<file path="src/rtl/hgw_sat_rnd_pipe_pkg.sv">
// Shared definitions for the saturating/rounding datapath blocks.
package hgw_sat_pkg;

    localparam int unsigned RND_MODE_W = 2;

    // Rounding-mode encodings; the fourth code behaves like truncation.
    typedef enum logic [RND_MODE_W-1:0] {
        RND_TRUNC     = 2'b00,
        RND_HALFUP    = 2'b01,
        RND_CONV      = 2'b10,
        RND_TRUNC_ALT = 2'b11
    } rnd_mode_e;

endpackage

</file>
<file path="src/rtl/hgw_sat_rnd_pipe_if.sv">
// Sample stream interface: input handshake/data and output handshake/data.
interface hgw_sat_rnd_pipe_if #(
    parameter int I_W  = 16,
    parameter int O_W  = 8,
    parameter int N_CH = 2
);
    logic                   in_vld;
    logic                   in_rdy;
    logic [N_CH*I_W-1:0]    in_data;
    logic [1:0]             rnd_mode;
    logic                   sym_en;
    logic                   out_vld;
    logic                   out_rdy;
    logic [N_CH*O_W-1:0]    out_data;
    logic [N_CH-1:0]        out_sat;

    // Producer/consumer environment side.
    modport master (
        output in_vld, in_data, rnd_mode, sym_en, out_rdy,
        input  in_rdy, out_vld, out_data, out_sat
    );

    // Pipeline side.
    modport slave (
        input  in_vld, in_data, rnd_mode, sym_en, out_rdy,
        output in_rdy, out_vld, out_data, out_sat
    );
endinterface

</file>
<file path="src/rtl/hgw_sat_rnd_lane.sv">
// One lane: round to I_W-SH+1 bits (S1), clip to O_W bits (S2), clip counter.
module hgw_sat_rnd_lane
    import hgw_sat_pkg::*;
#(
    parameter int I_W   = 16,
    parameter int SH    = 4,
    parameter int O_W   = 8,
    parameter int CNT_W = 16
) (
    input  logic                    clk,
    input  logic                    rst_n,
    input  logic signed [I_W-1:0]   x_i,
    input  rnd_mode_e               rnd_mode_i,
    input  logic                    sym_i,
    input  logic                    s1_ld_i,
    input  logic                    s2_ld_i,
    input  logic                    hs_i,
    input  logic                    cnt_clr_i,
    output logic signed [O_W-1:0]   y_o,
    output logic                    sat_o,
    output logic                    sticky_o,
    output logic [CNT_W-1:0]        cnt_o
);
    localparam int R_W = I_W - SH + 1;
    localparam logic signed [R_W-1:0] POS_LIM  = R_W'((2**(O_W-1)) - 1);
    localparam logic signed [R_W-1:0] NEG_SYM  = R_W'(-((2**(O_W-1)) - 1));
    localparam logic signed [R_W-1:0] NEG_FULL = R_W'(-(2**(O_W-1)));

    logic signed [R_W-1:0] rnd_d, rnd_q;
    logic signed [O_W-1:0] y_d, y_q;
    logic                  sat_d, sat_q;
    logic [CNT_W-1:0]      cnt_d, cnt_q;
    logic                  sticky_d, sticky_q;
    logic signed [R_W-1:0] neg_lim;

    if (SH == 0) begin : g_nornd
        assign rnd_d = {x_i[I_W-1], x_i};
    end else begin : g_rnd
        localparam logic [SH-1:0] HALF = SH'(1) << (SH - 1);
        logic signed [R_W-1:0] trunc;
        logic [SH-1:0]         frac;
        logic                  up;

        // Floor shift plus a round-up decision from the dropped fraction.
        always_comb begin
            trunc = R_W'(x_i >>> SH);
            frac  = x_i[SH-1:0];
            up    = 1'b0;
            case (rnd_mode_i)
                RND_HALFUP: up = frac[SH-1];
                RND_CONV:   up = frac[SH-1] && !((frac == HALF) && !trunc[0]);
                default:    up = 1'b0;
            endcase
            rnd_d = trunc + R_W'(up);
        end
    end

    // Clip the S1 value against the mode-dependent limits.
    always_comb begin
        neg_lim = sym_i ? NEG_SYM : NEG_FULL;
        y_d     = rnd_q[O_W-1:0];
        sat_d   = 1'b0;
        if (rnd_q > POS_LIM) begin
            y_d   = POS_LIM[O_W-1:0];
            sat_d = 1'b1;
        end else if (rnd_q < neg_lim) begin
            y_d   = neg_lim[O_W-1:0];
            sat_d = 1'b1;
        end
    end

    // Saturating clip counter and sticky flag; clear wins over increment.
    always_comb begin
        cnt_d    = cnt_q;
        sticky_d = sticky_q;
        if (cnt_clr_i) begin
            cnt_d    = '0;
            sticky_d = 1'b0;
        end else if (hs_i && sat_q) begin
            sticky_d = 1'b1;
            if (cnt_q != '1) cnt_d = cnt_q + CNT_W'(1);
        end
    end

    // S1 register: rounded value.
    always_ff @(posedge clk or negedge rst_n) begin
        if (!rst_n)       rnd_q <= '0;
        else if (s1_ld_i) rnd_q <= rnd_d;
    end

    // S2 register: clipped value and clip flag.
    always_ff @(posedge clk or negedge rst_n) begin
        if (!rst_n) begin
            y_q   <= '0;
            sat_q <= 1'b0;
        end else if (s2_ld_i) begin
            y_q   <= y_d;
            sat_q <= sat_d;
        end
    end

    // Counter state.
    always_ff @(posedge clk or negedge rst_n) begin
        if (!rst_n) begin
            cnt_q    <= '0;
            sticky_q <= 1'b0;
        end else begin
            cnt_q    <= cnt_d;
            sticky_q <= sticky_d;
        end
    end

    assign y_o      = y_q;
    assign sat_o    = sat_q;
    assign sticky_o = sticky_q;
    assign cnt_o    = cnt_q;
endmodule

</file>
<file path="src/rtl/hgw_sat_rnd_pipe.sv">
// Two-stage round/saturate pipeline over N_CH packed lanes with handshake.
module hgw_sat_rnd_pipe
    import hgw_sat_pkg::*;
#(
    parameter int I_W   = 16,
    parameter int SH    = 4,
    parameter int O_W   = 8,
    parameter int N_CH  = 2,
    parameter int CNT_W = 16
) (
    input  logic                    clk,
    input  logic                    rst_n,
    hgw_sat_rnd_pipe_if.slave       bus,
    input  logic                    cnt_clr,
    output logic [N_CH-1:0]         sat_sticky,
    output logic [N_CH*CNT_W-1:0]   sat_cnt
);
`ifdef RTL_SIM
    if ((I_W - SH < O_W) || (O_W < 2)) begin : g_param_err
        $error("hgw_sat_rnd_pipe: requires I_W-SH >= O_W >= 2");
    end
`endif

    logic s1_vld_d, s1_vld_q, s2_vld_d, s2_vld_q, sym_q;
    logic s1_adv, s2_adv, s1_ld, s2_ld, out_hs;

    logic signed [O_W-1:0] lane_y      [N_CH];
    logic                  lane_sat    [N_CH];
    logic                  lane_sticky [N_CH];
    logic [CNT_W-1:0]      lane_cnt    [N_CH];

    // Stage advance and valid propagation.
    always_comb begin
        s2_adv   = !s2_vld_q || bus.out_rdy;
        s1_adv   = !s1_vld_q || s2_adv;
        s1_ld    = s1_adv && bus.in_vld;
        s2_ld    = s2_adv && s1_vld_q;
        s1_vld_d = s1_adv ? bus.in_vld : s1_vld_q;
        s2_vld_d = s2_adv ? s1_vld_q : s2_vld_q;
        out_hs   = s2_vld_q && bus.out_rdy;
    end

    // Valid flags and the clip mode travelling with the S1 sample.
    always_ff @(posedge clk or negedge rst_n) begin
        if (!rst_n) begin
            s1_vld_q <= 1'b0;
            s2_vld_q <= 1'b0;
            sym_q    <= 1'b0;
        end else begin
            s1_vld_q <= s1_vld_d;
            s2_vld_q <= s2_vld_d;
            if (s1_ld) sym_q <= bus.sym_en;
        end
    end

    for (genvar k = 0; k < N_CH; k++) begin : g_lane
        hgw_sat_rnd_lane #(
            .I_W   (I_W),
            .SH    (SH),
            .O_W   (O_W),
            .CNT_W (CNT_W)
        ) u_lane (
            .clk        (clk),
            .rst_n      (rst_n),
            .x_i        (bus.in_data[k*I_W +: I_W]),
            .rnd_mode_i (rnd_mode_e'(bus.rnd_mode)),
            .sym_i      (sym_q),
            .s1_ld_i    (s1_ld),
            .s2_ld_i    (s2_ld),
            .hs_i       (out_hs),
            .cnt_clr_i  (cnt_clr),
            .y_o        (lane_y[k]),
            .sat_o      (lane_sat[k]),
            .sticky_o   (lane_sticky[k]),
            .cnt_o      (lane_cnt[k])
        );
    end

    // Pack per-lane results onto the output buses.
    always_comb begin
        bus.out_data = '0;
        bus.out_sat  = '0;
        sat_sticky   = '0;
        sat_cnt      = '0;
        for (int unsigned k = 0; k < N_CH; k++) begin
            bus.out_data[k*O_W +: O_W]  = lane_y[k];
            bus.out_sat[k]              = lane_sat[k];
            sat_sticky[k]               = lane_sticky[k];
            sat_cnt[k*CNT_W +: CNT_W]   = lane_cnt[k];
        end
    end

    assign bus.in_rdy  = s1_adv;
    assign bus.out_vld = s2_vld_q;
endmodule

</file>
<file path="src/flat_wrapper.sv">
// flat-port wrapper written by rule: the top's interface ports become plain ports
module hgw_sat_rnd_pipe_flat import hgw_sat_pkg::*;
#(
    parameter int I_W   = 16,
    parameter int SH    = 4,
    parameter int O_W   = 8,
    parameter int N_CH  = 2,
    parameter int CNT_W = 16
)
  (clk, rst_n, cnt_clr, sat_sticky, sat_cnt, bus_in_vld, bus_in_data, bus_rnd_mode, bus_sym_en, bus_out_rdy, bus_in_rdy, bus_out_vld, bus_out_data, bus_out_sat);
  hgw_sat_rnd_pipe_if #(.I_W(I_W), .O_W(O_W), .N_CH(N_CH)) bus_i ();
  input  logic clk;
  input  logic rst_n;
  input  logic cnt_clr;
  output logic [N_CH-1:0] sat_sticky;
  output logic [N_CH*CNT_W-1:0] sat_cnt;
  input wire logic [$bits(bus_i.in_vld)-1:0] bus_in_vld;
  input wire logic [$bits(bus_i.in_data)-1:0] bus_in_data;
  input wire logic [$bits(bus_i.rnd_mode)-1:0] bus_rnd_mode;
  input wire logic [$bits(bus_i.sym_en)-1:0] bus_sym_en;
  input wire logic [$bits(bus_i.out_rdy)-1:0] bus_out_rdy;
  output wire logic [$bits(bus_i.in_rdy)-1:0] bus_in_rdy;
  output wire logic [$bits(bus_i.out_vld)-1:0] bus_out_vld;
  output wire logic [$bits(bus_i.out_data)-1:0] bus_out_data;
  output wire logic [$bits(bus_i.out_sat)-1:0] bus_out_sat;
  assign bus_i.in_vld = bus_in_vld;
  assign bus_i.in_data = bus_in_data;
  assign bus_i.rnd_mode = bus_rnd_mode;
  assign bus_i.sym_en = bus_sym_en;
  assign bus_i.out_rdy = bus_out_rdy;
  assign bus_in_rdy = bus_i.in_rdy;
  assign bus_out_vld = bus_i.out_vld;
  assign bus_out_data = bus_i.out_data;
  assign bus_out_sat = bus_i.out_sat;
  hgw_sat_rnd_pipe #(.I_W(I_W), .SH(SH), .O_W(O_W), .N_CH(N_CH), .CNT_W(CNT_W)) u_core (.clk(clk), .rst_n(rst_n), .bus(bus_i), .cnt_clr(cnt_clr), .sat_sticky(sat_sticky), .sat_cnt(sat_cnt));
endmodule
</file>
<file path="config.mk">
export PLATFORM = sky130hd
export DESIGN_NAME = hgw_sat_rnd_pipe_flat
export DESIGN_NICKNAME = d
export VERILOG_FILES = /design/src/rtl/hgw_sat_rnd_pipe_pkg.sv /design/src/rtl/hgw_sat_rnd_pipe_if.sv /design/src/rtl/hgw_sat_rnd_lane.sv /design/src/rtl/hgw_sat_rnd_pipe.sv /design/src/flat_wrapper.sv
export SDC_FILE = /design/constraint.sdc
export NUM_CORES = 1
export LEC_CHECK = 0
export BUFFER_PORTS_ARGS = -buffer_cell sky130_fd_sc_hd__buf_4
export CORE_MARGIN = 2
export CORE_UTILIZATION = 30
export DETAILED_ROUTE_END_ITERATION = 10
export PLACE_DENSITY = 0.53
export SLEW_MARGIN = 20
export SYNTH_ARGS = -nofsm -noshare
export SYNTH_HDL_FRONTEND = slang
export SYNTH_SLANG_ARGS = --single-unit
</file>
<file path="constraint.sdc">
create_clock -name clk -period 1.7 [get_ports clk]
set_input_delay 0.17 -clock clk [delete_from_list [all_inputs] [get_ports clk]]
set_output_delay 0.17 -clock clk [all_outputs]
set_load 0.02 [all_outputs]
</file>
==> qor.txt, run 1 <==
Crit path required time: 1.96 ns
largest net degree at the start of global routing: 40
vias in the first global route: 3,917
CTS Sinks: 81
most instantiated cells after synthesis: dfrtp_1, nand2_1, o21ai_0, a21oi_1, nor2_1
final setup violation count: 2
Worst-Skew Late Latency: 0.33 ns
Seq pwr share: 41.7%
Netlist cell types: 43
row count: 43
drt drc: 0
Synth area leaders: dfrtp_1, o21ai_0, a21oi_1, nand2_1, o31ai_1
syn nets: 509
initial antenna violation count: 0
Mapped Cells: 461
number of synthesized flops with an enable pin: 0
crit path DAT: 1.99 ns
Tmin final: 1.732 ns
worst path buffer plus inverter count: 0
Clock Pin Slew Worst Setup and Hold Paths: 0.07 ns
filler cell count: 1,355
total power: 5.523 mW
failing checks: negative setup slack
total wire length: 11,120 µm
Slew Viols, Final: 0
first-pass GRT wire length: 18,530 µm
Worst path top cell family by delay: simple AND/OR/NAND/NOR gates
initial drt markers: 192
Vert. Die Dim: 123.1 µm
setup TNS: -0.04161 ns
fraction of registers with async set/reset: 100.0%
Psw: 1.571 mW
ys flop type: dfrtp_1
Num CTS Buffers: 9
kind of critical path: reg2reg
total gr overflow: 0
total number of H-tree levels: 3
Peak supply drop: 0.0005098 V
Final Hold Fails: 0
Synth warnings: 0
unrepaired setup endpoints after global routing: true
n_diodes: 0
FF-to-FF Start: u_core.g_lane[0].u_lane.cnt_o[0]
hpwl dp: 8392 µm
IO Pins: 94
skew final: 0.006926 ns
start point of the critical path: u_core.g_lane[0].u_lane.cnt_o[0]
Pre-antenna DRT Iters: 4
Pwr per Cell Area: 896.0 mW/mm²
die width: 123.1 µm
cells along the critical path: ha_4, nand4_4, or3_4, or4_1, a21oi_1
core footprint: 0.01388 mm²
Tot GR Track Use: 15.29%
P_int: 3.952 mW
crit path max fanout: 8
via count: 3,975
Seq cells post-synth: 81
Least-Margin Pin Slew: 0.6547 ns
# Max-Cap Violations: 0
die area: 0.01515 mm²
status: finished with violations
ANT nets after route: 0
post-synth top area cell: dfrtp_1
Slowest-stage cell, CP: dfrtp_2
port bufs: 93
Initial Util: 30.65%
final setup margin: -0.03207 ns
pre-CTS setup slack: -0.2831 ns
synthesized area: 0.004254 mm²
CP endpoint kind: flop
root buffer cell: clkbuf_16
maximum buffer depth of the clock tree: 2
clock share of power: 38.0%
Leak: 2.624 nW
share of cells above drive strength 1: 37.20%
syn avg cell area: 9.228 µm²
sequential area share after synthesis: 47.65%
Post-DP Area: 0.005679 mm²
Via density: 4.963
CP peak stage delay: 0.42 ns
CTS tree: yes
Hold Crit Start: bus_in_vld
non-filler cells, final: 801
Tcrit/Tclk final: 101.9%
type of origin of the critical path: flop
area of the multi-input gates: 0.002271 mm²
Routability Congestion: 0.8201
fin area: 0.006165 mm²
f_max: 0.5773 GHz
Slew headroom: 56.35%
placed cell count: 777
Avg WL per Cell: 13.88 µm
Area growth, synth to finish: 44.91%
Comb pwr share: 20.2%
FF+latch area: 0.002041 mm²
Synth top area share: 47.65%
Hold Path Class: in2reg
nets: 664
most frequent cell after synthesis: dfrtp_1
Switching Fraction: 28.44%
==> layer usage <==
layer | part of all wire, % | global-route usage (%)
met2 | 46 | 24.86
met4 | 0.70 | 3.693
met5 | 0 | 0
met3 | 6.2 | 4.659
met1 | 47 | 19.96
==> cells in the final DEF, fill, tap and decap left out, drive strengths merged, types with 4 or more instances in the layout <==
| cell type | count |
|---|---|
| buf | 164 |
| dfrtp | 81 |
| nand2 | 52 |
| o21ai | 42 |
| a21oi | 40 |
| nor2 | 30 |
| o31ai | 22 |
| nand3 | 17 |
| nand4 | 16 |
| or4 | 15 |
| inv | 14 |
| xnor2 | 14 |
| or3 | 13 |
| nor3 | 13 |
| clkbuf | 10 |
| mux2 | 8 |
| ha | 8 |
| nor4 | 7 |
| xor2 | 6 |
| and3 | 6 |
| nand2b | 5 |
| nor2b | 5 |
| and4 | 4 |
| o41ai | 4 |
==> through the flow <==
step,hold slack (ns),utilization (%)
final,0.03817,44.41
after global routing,0.03738,44.41
after CTS,0.02586,43.55
after detailed placement,0.1405,40.91
after global placement,0.1378,40.91
after floorplan,-0.1256,-
==> power groups by stage <==
stage	combinational, mW	clock (mW)	sequential, mW
after CTS	1.12	2.15	2.31
after global placement	1.09	0	2.33
after floorplan	0.434	0	2.43
final	1.12	2.10	2.31
after global routing	1.24	2.23	2.34
after detailed placement	1.10	0	2.34
==> state kept, by name (all words and copies together) (netlist names) <==
name	flops
u_core.g_lane.u_lane.sticky_o	2
u_core.bus.out_vld	1
u_core.g_lane.u_lane.sat_o	2
u_core.g_lane.u_lane.rnd_q	26
u_core.sym_q	1
u_core.s1_vld_q	1
u_core.g_lane.u_lane.cnt_o	32
u_core.g_lane.u_lane.y_o	16
==> cell families (layout without fill, tap and decap cells) <==
group           Yosys count  count (layout)  share of synthesized area [%]
xor+xnor                 20              20                          4.118
compound gates          115             115                          15.76
buf+inv                  35             195                          3.558
simple gates            194             194                          24.44
flops                    81              81                          47.65
mux                       8               8                          2.118
fa+ha+maj                 8               8                          2.353
==> final timing paths <==
check | endpoint | slack [ns] | depth (start not counted)
max | u_core.g_lane[0].u_lane.cnt_o[10] | -0.03 | 5
max reg2reg | u_core.g_lane[0].u_lane.cnt_o[10] | -0.03 | 5
min in group asynchronous | u_core.g_lane[0].u_lane.cnt_o[14] | 0.31 | 2
min reg2reg | u_core.g_lane[0].u_lane.y_o[5] | 0.48 | 2
max in group asynchronous | u_core.g_lane[0].u_lane.rnd_q[1] | 0.75 | 3
min | u_core.s1_vld_q | 0.04 | 2
==> layout make-up <==
cell class / count / area share [%]
multi-input cells: 345 / 36.84
flip-flops and latches: 81 / 33.10
repair buffers: 165 / 20.34
clock buffers: 10 / 3.714
well taps: 180 / 3.653
clock inverters: 6 / 1.502
inverters: 14 / 0.8524
==> what timing repair did <==
item                                    CTS  global route
endpoints found under the hold margin    28             0
endpoints found under the setup margin   16            31
hold buffers                              1             0
pin swaps                                 1            14
buffers inserted                          2             5
gates resized for setup                   4            18
Power figures use the tool's default switching activity.
==> inputs of run 2 (changes only) <==
--- a/config.mk
+++ b/config.mk
@@ -10,6 +10,7 @@
 export CORE_UTILIZATION = 30
 export DETAILED_ROUTE_END_ITERATION = 10
 export PLACE_DENSITY = 0.53
+export SKIP_LAST_GASP = 1
 export SLEW_MARGIN = 20
 export SYNTH_ARGS = -nofsm -noshare
 export SYNTH_HDL_FRONTEND = slang
==> run 2 against run 1 <==
Effect of this change: the run still ends with negative setup slack left; non-clock buffer count unchanged; cell count unchanged; register-to-register slack about the same; clock skew about the same; die area stayed put; critical endpoint unchanged.
==> qor.txt, run 2 (same netlist as run 1, synthesis figures left out) <==
share of cells above drive strength 1: 37.04% (was 37.20%)
CTS tree: yes (unchanged)
CP endpoint kind: flop (unchanged)
skew final: 0.006716 ns (was 0.006926 ns)
cells along the critical path: ha_4, nand4_4, or3_4, or4_1, a21oi_1 (unchanged)
drt drc: 0 (unchanged)
row count: 43 (unchanged)
status: finished with violations (unchanged)
total number of H-tree levels: 3 (unchanged)
root buffer cell: clkbuf_16 (unchanged)
# Max-Cap Violations: 0 (unchanged)
crit path max fanout: 8 (unchanged)
pre-CTS setup slack: -0.2831 ns (unchanged)
via count: 3,975 (unchanged)
Peak supply drop: 0.0005103 V (was 0.0005098 V)
Slew headroom: 56.39% (was 56.35%)
total gr overflow: 0 (unchanged)
first-pass GRT wire length: 18,530 µm (unchanged)
Final Hold Fails: 0 (unchanged)
port bufs: 93 (unchanged)
die width: 123.1 µm (unchanged)
CP peak stage delay: 0.42 ns (about the same)
most frequent cells in the layout: buf_4, dfrtp_1, nand2_1 (unchanged)
placed cell count: 777 (unchanged)
initial drt markers: 193 (was 192)
Vert. Die Dim: 123.1 µm (unchanged)
Routability Congestion: 0.8201 (unchanged)
most common cell after layout, fill and taps aside: buf_4 (unchanged)
unrepaired setup endpoints after global routing: true (unchanged)
Worst-Skew Late Latency: 0.33 ns (about the same)
total wire length: 11,110 µm (was 11,120 µm)
type of origin of the critical path: flop (unchanged)
hpwl dp: 8392 µm (unchanged)
failing checks: negative setup slack (unchanged)
Area growth, synth to finish: 44.79% (was 44.91%)
Via density: 4.963 (unchanged)
IO Pins: 94 (unchanged)
Initial Util: 30.65% (unchanged)
Tmin final: 1.732 ns (about the same)
largest net degree at the start of global routing: 40 (unchanged)
f_max: 0.5774 GHz (was 0.5773 GHz)
die area: 0.01515 mm² (unchanged)
Slew Viols, Final: 0 (unchanged)
ANT nets after route: 0 (unchanged)
Tcrit/Tclk final: 101.9% (about the same)
Pwr per Cell Area: 896.7 mW/mm² (was 896.0 mW/mm²)
Pre-antenna DRT Iters: 4 (unchanged)
Num CTS Buffers: 9 (unchanged)
nets: 664 (unchanged)
non-filler cells, final: 801 (unchanged)
Least-Margin Pin Slew: 0.6542 ns (was 0.6547 ns)
Leak: 2.624 nW (about the same)
filler cell count: 1,357 (was 1,355)
Crit path required time: 1.96 ns (about the same)
Clock Pin Slew Worst Setup and Hold Paths: 0.07 ns (about the same)
n_diodes: 0 (unchanged)
Tot GR Track Use: 15.29% (unchanged)
Util after Layout: 44.38% (was 44.41%)
kind of critical path: reg2reg (unchanged)
core footprint: 0.01388 mm² (unchanged)
final setup violation count: 2 (unchanged)
maximum buffer depth of the clock tree: 2 (unchanged)
number of flip-flops in the largest register: 32 (unchanged)
final setup margin: -0.03198 ns (was -0.03207 ns)
vias in the first global route: 3,917 (unchanged)
initial antenna violation count: 0 (unchanged)
crit path DAT: 1.99 ns (about the same)
Avg WL per Cell: 13.87 µm (was 13.88 µm)
total power: 5.523 mW (about the same)
setup TNS: -0.04145 ns (was -0.04161 ns)
CTS Sinks: 81 (unchanged)
Hold Path Class: in2reg (unchanged)
Slowest-stage cell, CP: dfrtp_2 (unchanged)
## run 2: critical path, delay by kind of cell, from the launching register on
family                     cells  cell delay, ns
and+or+nand+nor                3            0.93
DFF                            1            0.42
AOI/OAI and AO/OA              1            0.14
adders and majority gates      1            0.16
## run 2: power by group
group          switching [mW]  internal [mW]
Combinational           0.600          0.517
Sequential              0.162           2.14
Clock                   0.809           1.29
## run 2: worst paths after layout
kind / from / endpoint / slack, ns / cells after the start
max in group asynchronous: rst_n / u_core.g_lane[0].u_lane.rnd_q[1] / 0.75 / 3
min: bus_in_vld / u_core.s1_vld_q / 0.04 / 2
min in group asynchronous: rst_n / u_core.g_lane[0].u_lane.cnt_o[14] / 0.31 / 2
max reg2reg: u_core.g_lane[0].u_lane.cnt_o[0] / u_core.g_lane[0].u_lane.cnt_o[10] / -0.03 / 5
max: u_core.g_lane[0].u_lane.cnt_o[0] / u_core.g_lane[0].u_lane.cnt_o[10] / -0.03 / 5
min reg2reg: u_core.g_lane[0].u_lane.y_o[5] / u_core.g_lane[0].u_lane.y_o[5] / 0.48 / 2
## run 2: final cells by class
class / count / area, µm² / share of cell area (%)
well taps: 180 / 225.2 / 3.656
repair buffers: 165 / 1254 / 20.35
multi-input cells: 345 / 2266 / 36.79
clock inverters: 6 / 92.59 / 1.503
clock buffers: 10 / 229.0 / 3.717
flip-flops and latches: 81 / 2041 / 33.13
inverters: 14 / 52.55 / 0.8531
## run 2: metrics by stage
step                area (µm²)  hold slack (ns)
finish                    6160          0.03797
global route              6160          0.03738
CTS                       6045          0.02586
detailed placement        5679           0.1405
global placement          5679           0.1378
floorplan                 4370          -0.1256
## run 2: routing by layer
layer  GRT usage, %  wire [µm]
met4          3.693         78
met1          19.96       5201
met5              0          0
met3          4.659        698
met2          24.86       5135
## run 2: timing repair
| action | CTS | global route |
|---|---|---|
| hold buffers | 1 | 0 |
| setup buffers | 2 | 5 |
| endpoints found under the hold margin | 28 | 0 |
| resized for setup | 4 | 17 |
| pin swaps | 1 | 13 |
| endpoints found under the setup margin | 16 | 31 |
